**config.mk**
```make
export PLATFORM = sky130hd
export DESIGN_NAME = reg_file_storage
export DESIGN_NICKNAME = d
export VERILOG_FILES = /design/src/rtl/reg_file_storage.sv
export SDC_FILE = /design/constraint.sdc
export NUM_CORES = 1
export LEC_CHECK = 0
export CORE_AREA = 2 2 615 617
export CTS_CLUSTER_SIZE = 28
export DETAILED_ROUTE_END_ITERATION = 10
export DIE_AREA = 0 0 617 619
export GPL_ROUTABILITY_DRIVEN = 0
export PLACE_DENSITY = 0.3
export SLEW_MARGIN = 5
export SYNTH_ARGS = -nofsm -noshare
export SYNTH_HDL_FRONTEND = slang
export SYNTH_SLANG_ARGS = --single-unit
```
**constraint.sdc**
```tcl
create_clock -name clk -period 1.7 [get_ports clk]
set_clock_uncertainty 0.05 [all_clocks]
set_input_delay 0.34 -clock clk [delete_from_list [all_inputs] [get_ports clk]]
set_output_delay 0.34 -clock clk [all_outputs]
set_load 0.03 [all_outputs]
```
**src/rtl/reg_file_storage.sv**
```systemverilog
// reg_file_storage: per-register storage behind the AXI4-Lite register slave.
// Arbitrates bus writes against hardware updates, with sticky OR-accumulate and collision flags.
`default_nettype none

module reg_file_storage #(
  parameter int REGISTER_WIDTH = 32,
  parameter int NUM_REGISTERS  = 16,
  parameter logic [NUM_REGISTERS*REGISTER_WIDTH-1:0] RESET_VALUES  = '0,
  parameter logic [NUM_REGISTERS-1:0]                RO_MASK       = '0,
  parameter logic [NUM_REGISTERS-1:0]                HW_WRITE_MASK = '0,
  parameter logic [NUM_REGISTERS-1:0]                STICKY_MASK   = '0
) (
  input  logic                                    clk,
  input  logic                                    rst_n,
  input  logic [NUM_REGISTERS-1:0]                i_bus_write_req,
  input  logic [NUM_REGISTERS*REGISTER_WIDTH-1:0] i_bus_write_data,
  input  logic [NUM_REGISTERS-1:0]                i_hw_write_req,
  input  logic [NUM_REGISTERS*REGISTER_WIDTH-1:0] i_hw_write_data,
  output logic [NUM_REGISTERS*REGISTER_WIDTH-1:0] o_read_data,
  output logic [NUM_REGISTERS-1:0]                o_bus_update,
  output logic [NUM_REGISTERS-1:0]                o_collision
);

  for (genvar i = 0; i < NUM_REGISTERS; i++) begin : g_reg
    localparam logic [REGISTER_WIDTH-1:0] RESET_VALUE = RESET_VALUES[i*REGISTER_WIDTH +: REGISTER_WIDTH];

    logic [REGISTER_WIDTH-1:0] value;
    logic [REGISTER_WIDTH-1:0] next_value;
    logic [REGISTER_WIDTH-1:0] bus_data;
    logic [REGISTER_WIDTH-1:0] hw_data;
    logic                      bus_acc;
    logic                      hw_acc;
    logic                      bus_update;
    logic                      collision;

    assign bus_data = i_bus_write_data[i*REGISTER_WIDTH +: REGISTER_WIDTH];
    assign hw_data  = i_hw_write_data[i*REGISTER_WIDTH +: REGISTER_WIDTH];
    assign bus_acc  = i_bus_write_req[i] & ~RO_MASK[i];
    assign hw_acc   = i_hw_write_req[i] & HW_WRITE_MASK[i];

    // Sticky registers keep hw-set bits even when a clear-on-read zero-write lands in the same cycle.
    always_comb begin
      next_value = value;
      if (bus_acc && hw_acc) begin
        next_value = STICKY_MASK[i] ? (bus_data | hw_data) : bus_data;
      end else if (bus_acc) begin
        next_value = bus_data;
      end else if (hw_acc) begin
        next_value = STICKY_MASK[i] ? (value | hw_data) : hw_data;
      end
    end

    always_ff @(posedge clk or negedge rst_n) begin
      if (!rst_n) begin
        value      <= RESET_VALUE;
        bus_update <= 1'b0;
        collision  <= 1'b0;
      end else begin
        value      <= next_value;
        bus_update <= bus_acc;
        collision  <= bus_acc & hw_acc;
      end
    end

    assign o_read_data[i*REGISTER_WIDTH +: REGISTER_WIDTH] = value;
    assign o_bus_update[i] = bus_update;
    assign o_collision[i]  = collision;
  end

endmodule

`default_nettype wire

```
## Word-level counts from Yosys, hierarchy flattened

Cells that the tools add are included.

| word-level totals | value |
|---|---|
| output and inout port bits | 544 |
| register bits | 528 |

## Logic depth before layout (Yosys ltp)

| depth | value |
|---|---|
| depth after elaboration | 0 |
| mapped depth | 3 |

## Worst setup path after synthesis

Ideal clock, no wire load.

| timing | value |
|---|---|
| path kind | input-to-reg |
| start | input port i_bus_write_req[10] |
| end | register g_reg[10].value[11] |
| data arrival time | 895 ps |
| slack | 630 ps |
| library setup time | 125 ps |
| cell stages on the path | 3 |
| path through | buf_6 buf_6 mux2_2 |

RTL lines:

| element | RTL line | RTL |
|---|---|---|
| start, declared | 15 | `input logic [NUM_REGISTERS-1:0] i_bus_write_req,` |
| end signal, assigned | 59 | `value <= next_value;` |
| end, declared | 27 | `logic [REGISTER_WIDTH-1:0] value;` |

No word-level cell between the ends.

## Final worst setup path

| timing | value |
|---|---|
| start | register g_reg[13].value[9] |
| end | output port o_read_data[425] |

RTL lines:

| element | RTL line | RTL |
|---|---|---|
| start, declared | 27 |  |
| start signal, assigned | 59 |  |
| end, declared | 19 | `output logic [NUM_REGISTERS*REGISTER_WIDTH-1:0] o_read_data,` |

No word-level cell between the ends.

==> metrics <==
outcome complete, but fails checks; violated checks negative setup slack; CP Capture Type output pin; RSZ-0062 raised after global routing yes; grt total ovfl 0; core area 375000 sq um; CP max stage delay 500 ps; H-tree depth 3; Die Width 617 um; WP buf/inv 1; Final Util 11.8%; Routed WL 188 mm; Final nets 3506; Final Max Tran Viols 0; dpl cells 7167; Setup CP Type register to output pin; syn_area_per_cell 18.4 sq um; clock root buffer clkbuf_16; Comb pwr share 28.4%; CP max FO 2; first-pass GRT wire length 226 mm; Buffers on Ports 1057; flop2flop setup slack 570 ps; largest family of logic cells by synthesized area multiplexers; Placed Area 39500 sq um; clk_lat worst skew 730 ps; post-synthesis compound-gate area fraction 0%; initial antenna violation count 93; synthesized flop and latch total 528; MaxCap Viol Count 0; Max Freq 528 MHz; worst vdd ir 0.000671 V; die span in y 619 um; leakage power 17.8 nW; crit share post-route 111%; row count 225; non-filler cells, final 7517; Min Clock Period, post-route 1890 ps; vias in the first global route 16900; HP Class input pin to register; Seq/Total Area, Yosys 63.2%; clock-pin slew on the worst setup and hold paths 70 ps; Critical Path Stages 1; multiplexer area fraction after synthesis 32.1%; Post-Synth Simple-Gate Area 0%; area of the mapped netlist 20900 sq um; critical path cell sequence buf_12; number of synthesis warnings 0; Setup WS pre-CTS 27.1 ps; sequential share of power 33.3%; total CTS buffers 84; Final Hold Fails 0; largest net degree at the start of global routing 54; design area 44300 sq um; # clock sinks 528; P_sw 15.0 mW; Initial Utilization 5.58%; worst r2r src g_reg[1].value[16]; Worst Path Required 1310 ps; Finish-stage setup viols 395; Cells after Synth 1137; critical path's slowest cell dfrtp_2; Internal Power 30.5 mW; Area growth syn-to-layout 112%; Critical Path End o_read_data[425]; CTS tree done; drt pass-1 iters 4; area share of xor/xnor cells in the synthesized design 0%; worst r2r dst g_reg[1].value[16]; Power Dens Cells 1030 nW/um^2; Data arrival, critical path 1500 ps; IO Pins 1602; final critical-path setup slack -192 ps; clk buf depth 4; GRT Util Overall 9.56%; Worst Setup SP g_reg[13].value[9]; share of cells above drive strength 1 57.5%; r2r worst-path depth 3; sw frac 33.0%; post-route ant nets 0; most frequent cells in the layout clkdlybuf4s50_1 (515), dfrtp_1 (480), buf_6 (316); most common cell after layout, fill and taps aside clkdlybuf4s50_1; Iteration-0 DRC Markers 480; Critical Path Source Type register; DR WL/cell 25.0 um; cell family with most CP delay flip-flops; dpl hpwl 164 mm; clock power share 38.3%; DRC viols 0; synth unique cells 6; area of the die 382000 sq um; vias 15400; DR vias/cell 2.04; Post-Synth Adder-Cell Area 0%; worst hold slack 105 ps
## stage by stage
stage / power, mW / setup TNS [ps]
3_5_place_dp: 27.7 / 0
3_3_place_gp: 27.7 / 0
4_1_cts: 46.9 / -75930
5_1_grt: 47.9 / -60660
6_report: 45.5 / -18240
2_1_floorplan: 19.3 / 0
## cell usage after synthesis
master / count / share of area (%)
conb_1: 1 / 0.018
mux2_4: 253 / 18
buf_6: 64 / 3.4
buf_4: 32 / 1.1
mux2_2: 259 / 14
dfrtp_1: 528 / 63
## worst min-delay path by stage
stage	slack [ps]	end	start	cells after the start
6_report	100	g_reg[7].value[11]	i_bus_write_data[235]	2
5_1_grt	40	g_reg[7].value[12]	i_bus_write_data[236]	2
3_3_place_gp	150	g_reg[14].value[27]	rst_n	1
3_5_place_dp	150	g_reg[14].value[27]	rst_n	1
4_1_cts	0.3	g_reg[7].value[11]	i_bus_write_data[235]	2
2_1_floorplan	-6	g_reg[0].bus_update	rst_n	0
## final cells by class
cell class                 count  area, sq um
clock inverter                18          234
sequential                   528        13300
fill                       42300       330000
clock buffer                 119         2360
multi-input combinational    528         6780
timing repair buffer        1306        15300
tap                         4994         6250
antenna                       24         60.1
## power groups by stage
stage,Combinational (mW),Clock (mW),Sequential [mW]
floorplan,2.14,0,17.1
global placement,12.5,0,15.2
detailed placement,12.5,0,15.2
CTS,13.2,18.5,15.2
global route,13.7,18.9,15.3
finish,12.9,17.4,15.1
## repair_timing
action | 4_1_cts | 5_1_grt
buffers inserted | 111 | 48
endpoints found under the setup margin | 528 | 528
resized for setup | 1891 | 3
hold endpoints to repair | 668 | 0
pin swaps | 0 | 0
cloned | 0 | 0
hold buffers | 30 | 0
## metal layers
| metal | vias to the layer above | GRT usage (%) | share of wire [%] |
|---|---|---|---|
| met2 | 832 | 16.2 | 48 |
| met3 | 285 | 6.57 | 15 |
| met5 | - | 0 | 0.042 |
| li1 | 6600 | - | - |
| met4 | 12 | 3.30 | 3.8 |
| met1 | 7641 | 9.13 | 33 |
## sequential cells by signal, summed over array words and instances, names as in the netlist
register      cells
g.bus_update     16
g.value         512
## logic make-up after synthesis
family / Yosys count
muxes: 512
DFF: 528
buffers and inverters: 96
other: 1
Power figures use the tool's default switching activity.
